**config.mk**
```make
export PLATFORM = sky130hd
export DESIGN_NAME = irq_source_ctrl
export DESIGN_NICKNAME = d
export VERILOG_FILES = /design/src/rtl/irq_source_ctrl.sv
export SDC_FILE = /design/constraint.sdc
export NUM_CORES = 1
export LEC_CHECK = 0
export BUFFER_PORTS_ARGS = -buffer_cell sky130_fd_sc_hd__buf_2
export CELL_PAD_IN_SITES_DETAIL_PLACEMENT = 0
export CELL_PAD_IN_SITES_GLOBAL_PLACEMENT = 1
export CORE_MARGIN = 1
export CORE_UTILIZATION = 35
export DETAILED_ROUTE_END_ITERATION = 7
export PLACE_DENSITY = 0.77
export REMOVE_ABC_BUFFERS = 1
export SLEW_MARGIN = 40
export SYNTH_ARGS = -nofsm -noshare
export SYNTH_HDL_FRONTEND = slang
export SYNTH_SLANG_ARGS = --single-unit
```
**constraint.sdc**
```tcl
create_clock -name clk -period 9.1 [get_ports clk]
set_input_delay 1.365 -clock clk [delete_from_list [all_inputs] [get_ports clk]]
set_output_delay 1.365 -clock clk [all_outputs]
set_load 0.01 [all_outputs]
```
**src/rtl/irq_source_ctrl.sv**
```systemverilog
// irq_source_ctrl: synchronizes, latches, masks and fixed-priority arbitrates external
// interrupt lines into one held one-hot request. Define IRQ_LEVEL_EN for level-sensitive lines.
module irq_source_ctrl #(
  parameter int NIRQ        = 32,
  parameter int SYNC_STAGES = 2
) (
  input  logic            clk,
  input  logic            rst,
  input  logic [NIRQ-1:0] irq_in,
  input  logic            mask_we,
  input  logic [NIRQ-1:0] mask_wdata,
  output logic [NIRQ-1:0] mask_q,
  input  logic            clr_we,
  input  logic [NIRQ-1:0] clr_wdata,
  output logic [NIRQ-1:0] pending_q,
  input  logic            irq_ack,
  output logic [NIRQ-1:0] irq_req,
  output logic            irq_valid,
  output logic [4:0]      irq_id,
  input  logic            lvl_we,
  input  logic [NIRQ-1:0] lvl_wdata,
  output logic [NIRQ-1:0] lvl_q
);

  typedef enum logic [1:0] {IDLE, REQ, GAP} state_e;

  state_e                           state_q, state_d;
  logic [SYNC_STAGES-1:0][NIRQ-1:0] sync_q, sync_d;
  logic [NIRQ-1:0]                  hist_q, hist_d, rise_q, rise_d;
  logic [NIRQ-1:0]                  mask_d, pending_d;
  logic [NIRQ-1:0]                  grant_q, grant_d;
  logic [NIRQ-1:0]                  eligible, win_oh, ack_clr;
  logic [4:0]                       irq_id_q, irq_id_d, win_id;

  // Edge detect is registered, adding one cycle after the synchronizer.
  always_comb begin
    sync_d = {sync_q[SYNC_STAGES-2:0], irq_in};
    hist_d = sync_q[SYNC_STAGES-1];
    rise_d = sync_q[SYNC_STAGES-1] & ~hist_q;
  end

`ifdef IRQ_LEVEL_EN
  logic [NIRQ-1:0] lvl_d;

  always_comb begin
    lvl_d = lvl_we ? lvl_wdata : lvl_q;
  end

  always_ff @(posedge clk or posedge rst) begin
    if (rst) lvl_q <= '0;
    else     lvl_q <= lvl_d;
  end
`else
  logic unused_lvl;
  assign unused_lvl = ^{lvl_we, lvl_wdata};
  assign lvl_q      = '0;
`endif

  // Priority: set from edge beats ack clear beats software clear; level lines track hist.
  always_comb begin
    ack_clr   = (state_q == REQ && irq_ack) ? grant_q : '0;
    pending_d = pending_q & ~(clr_we ? clr_wdata : '0);
    pending_d = (pending_d & ~ack_clr) | rise_q;
    pending_d = (pending_d & ~lvl_q) | (hist_q & lvl_q);
    mask_d    = mask_we ? mask_wdata : mask_q;
  end

  always_comb begin
    eligible = pending_q & mask_q;
    win_oh   = '0;
    win_id   = '0;
    for (int i = NIRQ - 1; i >= 0; i--) begin
      if (eligible[i]) begin
        win_oh    = '0;
        win_oh[i] = 1'b1;
        win_id    = 5'(i);
      end
    end
  end

  always_comb begin
    grant_d  = grant_q;
    irq_id_d = irq_id_q;
    if (state_q == IDLE && |eligible) begin
      grant_d  = win_oh;
      irq_id_d = win_id;
    end
  end

  always_ff @(posedge clk or posedge rst) begin
    if (rst) begin
      sync_q    <= '0;
      hist_q    <= '0;
      rise_q    <= '0;
      pending_q <= '0;
      mask_q    <= '1;
      grant_q   <= '0;
      irq_id_q  <= '0;
      state_q   <= IDLE;
    end else begin
      sync_q    <= sync_d;
      hist_q    <= hist_d;
      rise_q    <= rise_d;
      pending_q <= pending_d;
      mask_q    <= mask_d;
      grant_q   <= grant_d;
      irq_id_q  <= irq_id_d;
      state_q   <= state_d;
    end
  end

  always_comb begin
    state_d = state_q;
    case (state_q)
      IDLE:    if (|eligible) state_d = REQ;
      REQ:     if (irq_ack)   state_d = GAP;
      GAP:     state_d = IDLE;
      default: state_d = IDLE;
    endcase
  end

  // GAP forces a return-to-zero on the request before the next grant.
  always_comb begin
    irq_req   = (state_q == REQ) ? grant_q : '0;
    irq_valid = |irq_req;
    irq_id    = irq_id_q;
  end

endmodule

```
==> flow_summary.json <==
{
  "hpwlAfterDp_mm": 14.8,
  "setup_ws_ns": 5.68,
  "cp-end-kind": "register",
  "hp-class": "reg -> reg",
  "timing.rr.start": "pending_q[7]",
  "cp_max_fo": 49,
  "drtPass1Iterations": 8,
  "area_delta_synth_final_pct": 23.3,
  "grt_pass1_vias": 5844,
  "cts_tree": "done",
  "switching_share": 0.288,
  "wire_per_inst_um": 16.7,
  "min_path_cells": 0,
  "p_seq_frac": 0.469,
  "clock-sinks": 231,
  "yosysSeqAreaShare": 0.676,
  "postSynthAreaPerCell_um2": 12.5,
  "rsz0062_at_grt": "false",
  "nets": 1034,
  "dpl_worst_slack_ns": 5.64,
  "syn_inst": 689,
  "regArea_um2": 5820,
  "drtIter0Drc": 321,
  "start_kind": "register",
  "ys.flop_type": "dfrtp_1",
  "core-area_um2": 24200,
  "period_share": 0.376,
  "multi_input_area_um2": 2550,
  "overflow": 0,
  "cts_buffers": 25,
  "cap_viol_max_count": 0,
  "violations": "DRC",
  "r2r_slack_ns": 5.68,
  "grt_pass1_wl_mm": 33.3,
  "slew_viol_final": 0,
  "cell_internal_pwr_mw": 1.82,
  "finalCriticalPeriod_ns": 3.42,
  "finalSetupTns_ns": 0,
  "synth_cell_types": 39,
  "vdd_drop_max_uv": 160,
  "layout-drive-gt1-share": 0.375,
  "start_util": 0.355,
  "timing.rr.end": "irq_id[0]",
  "fp-row-count": 57,
  "cts_root_buf": "clkbuf_16",
  "gp_congestion": 0.763,
  "hold_end": "hist_d[5]",
  "synthMostInstantiatedCell": "dfrtp_1",
  "netlist.area_leader.share": 0.578,
  "synth_area_um2": 8610,
  "clk_path_buf_depth": 3,
  "synth_edf_count": 0,
  "routed_wirelength_mm": 20.7,
  "crit_arrival_ns": 3.80,
  "fin_area_um2": 10600,
  "grt_max_degree": 90,
  "n_antenna_cell": 0,
  "die_h_um": 159,
  "drc": 1,
  "clk_latency_ns": 0.50,
  "yosysTopAreaCell": "dfrtp_1",
  "ys_top_cells_by_area": "dfrtp_1 58%, dfstp_2 9.8%, nand2_1 6.2%, mux2_2 4.2%, a31o_2 3.3%",
  "clkTransAtPathRegs_ns": 0.06,
  "post-cts-setup-buffers": 0,
  "ctsHoldBuffers": 0,
  "power_switching_mw": 0.737,
  "pwr-share-comb": 0.167,
  "p_clk_frac": 0.363,
  "hold_viol_final": 0,
  "outcome": "complete, but fails checks",
  "ant_nets": 0,
  "yosys-top-cells-count": "199 x dfrtp_1, 142 x nand2_1, 36 x and2_1, 33 x nor2b_1",
  "critical_path.slowest_cell": "or4_1",
  "reg2regPathDepth": 7,
  "cts_max_level": 1,
  "slew-limit-headroom": 0.481,
  "power_density_nw_per_um2": 241,
  "final.setup_skew_ns": 0.00800,
  "worst_pin_slew_ns": 0.779,
  "cellLeakagePower_nw": 4.96,
  "fmax_mhz": 292,
  "nFillCells": 2339,
  "track_usage": 0.169,
  "placement.io_buffers": 202,
  "dieArea_um2": 25200,
  "ios": 268,
  "required_ns": 9.48,
  "crit_chain": "a22oi_1 -> nand4_1 -> or4_1 -> o21ai_4 -> buf_4 -> nand2b_1 -> o21ai_0",
  "die_w_um": 159,
  "vias": 5856,
  "vias_per_cell": 4.71,
  "min_from": "sync_d[37]",
  "crit_type": "reg -> reg",
  "dpl_cell_area_um2": 9850,
  "setup_viol": 0,
  "post_cts_resized": 0,
  "synthArstFlopShare": 1.00,
  "ys_ff_latch": 231,
  "max_stage_delay_ns": 0.81,
  "antenna_found_initial": 0,
  "yosysWarningCount": 0
}
-- critical path, delay by kind of cell, from the launching register on --
kind | cells | cell delay, ns
and+or+nand+nor | 3 | 1.34
AOI/OAI and AO/OA | 3 | 0.98
buffers and inverters | 1 | 0.52
DFF | 1 | 0.42
-- metal layers --
layer  vias up  global-route usage  part of all wire
met5         -                   0                 0
met4         0              0.0354            0.0097
met3        14              0.0355             0.063
met2       195               0.264              0.47
met1      2892               0.241              0.45
li1       2755                   -                 -
-- sequential cells by signal, summed over array words and instances (netlist names) --
register and cells:
mask_q 32, rise_q 32, grant_q 32, state_q 2, hist_d 32, hist_q 32, irq_id 5, sync_d 32
pending_q 32
-- kinds of logic (layout without fill, tap and decap cells) --
group	after synthesis	count (layout)	synth area share
compound gates	105	105	0.0950
flops	231	231	0.676
other cells	1	32	0.000435
mux	32	32	0.0418
buf+inv	58	256	0.0418
simple gates	262	262	0.145
-- worst max path at each step --
stage / startpoint / endpoint / slack (ns)
floorplan: rst / grant_q[0] / 1.46
global placement: pending_q[7] / irq_id[0] / 5.68
detailed placement: pending_q[7] / irq_id[0] / 5.64
CTS: grant_q[15] / irq_valid / 5.60
global route: pending_q[7] / irq_id[0] / 5.39
finish: pending_q[7] / irq_id[0] / 5.68
-- power by group through the flow --
stage	registers (mW)	clock network [mW]	logic [mW]
global placement	1.21	0	0.434
CTS	1.20	0.962	0.441
floorplan	1.22	0	0.224
finish	1.20	0.931	0.428
detailed placement	1.22	0	0.439
global route	1.22	1.01	0.476
-- layout make-up --
class,count,share of cell area
flip-flops and latches,231,0.548
multi-input cells,431,0.240
repair buffers,207,0.0997
clock buffers,40,0.0689
well taps,324,0.0382
clock inverters,5,0.00259
inverters,4,0.00212
-- through the flow --
| stage | util | total power, mW | hold slack (ns) | std cells |
|---|---|---|---|---|
| 4_1_cts | 0.438 | 2.61 | 0.341 | 1242 |
| 3_5_place_dp | 0.406 | 1.66 | 0.335 | 1197 |
| 6_report | 0.438 | 2.56 | 0.339 | 1242 |
| 2_1_floorplan | - | 1.44 | 0.331 | 666 |
| 3_3_place_gp | 0.406 | 1.65 | 0.331 | 1197 |
| 5_1_grt | 0.438 | 2.70 | 0.343 | 1242 |
-- placed cells by master, fill, tap and decap left out, drive strengths merged, types with 19 or more instances in the layout --
cell type / instances
and2: 36
dfrtp: 199
nand3: 21
clkbuf: 40
a31o: 32
buf: 207
conb: 32
mux2: 32
nor2b: 33
dfstp: 32
o31ai: 19
nand2: 142
No activity file was read; power rests on OpenSTA's default activity.
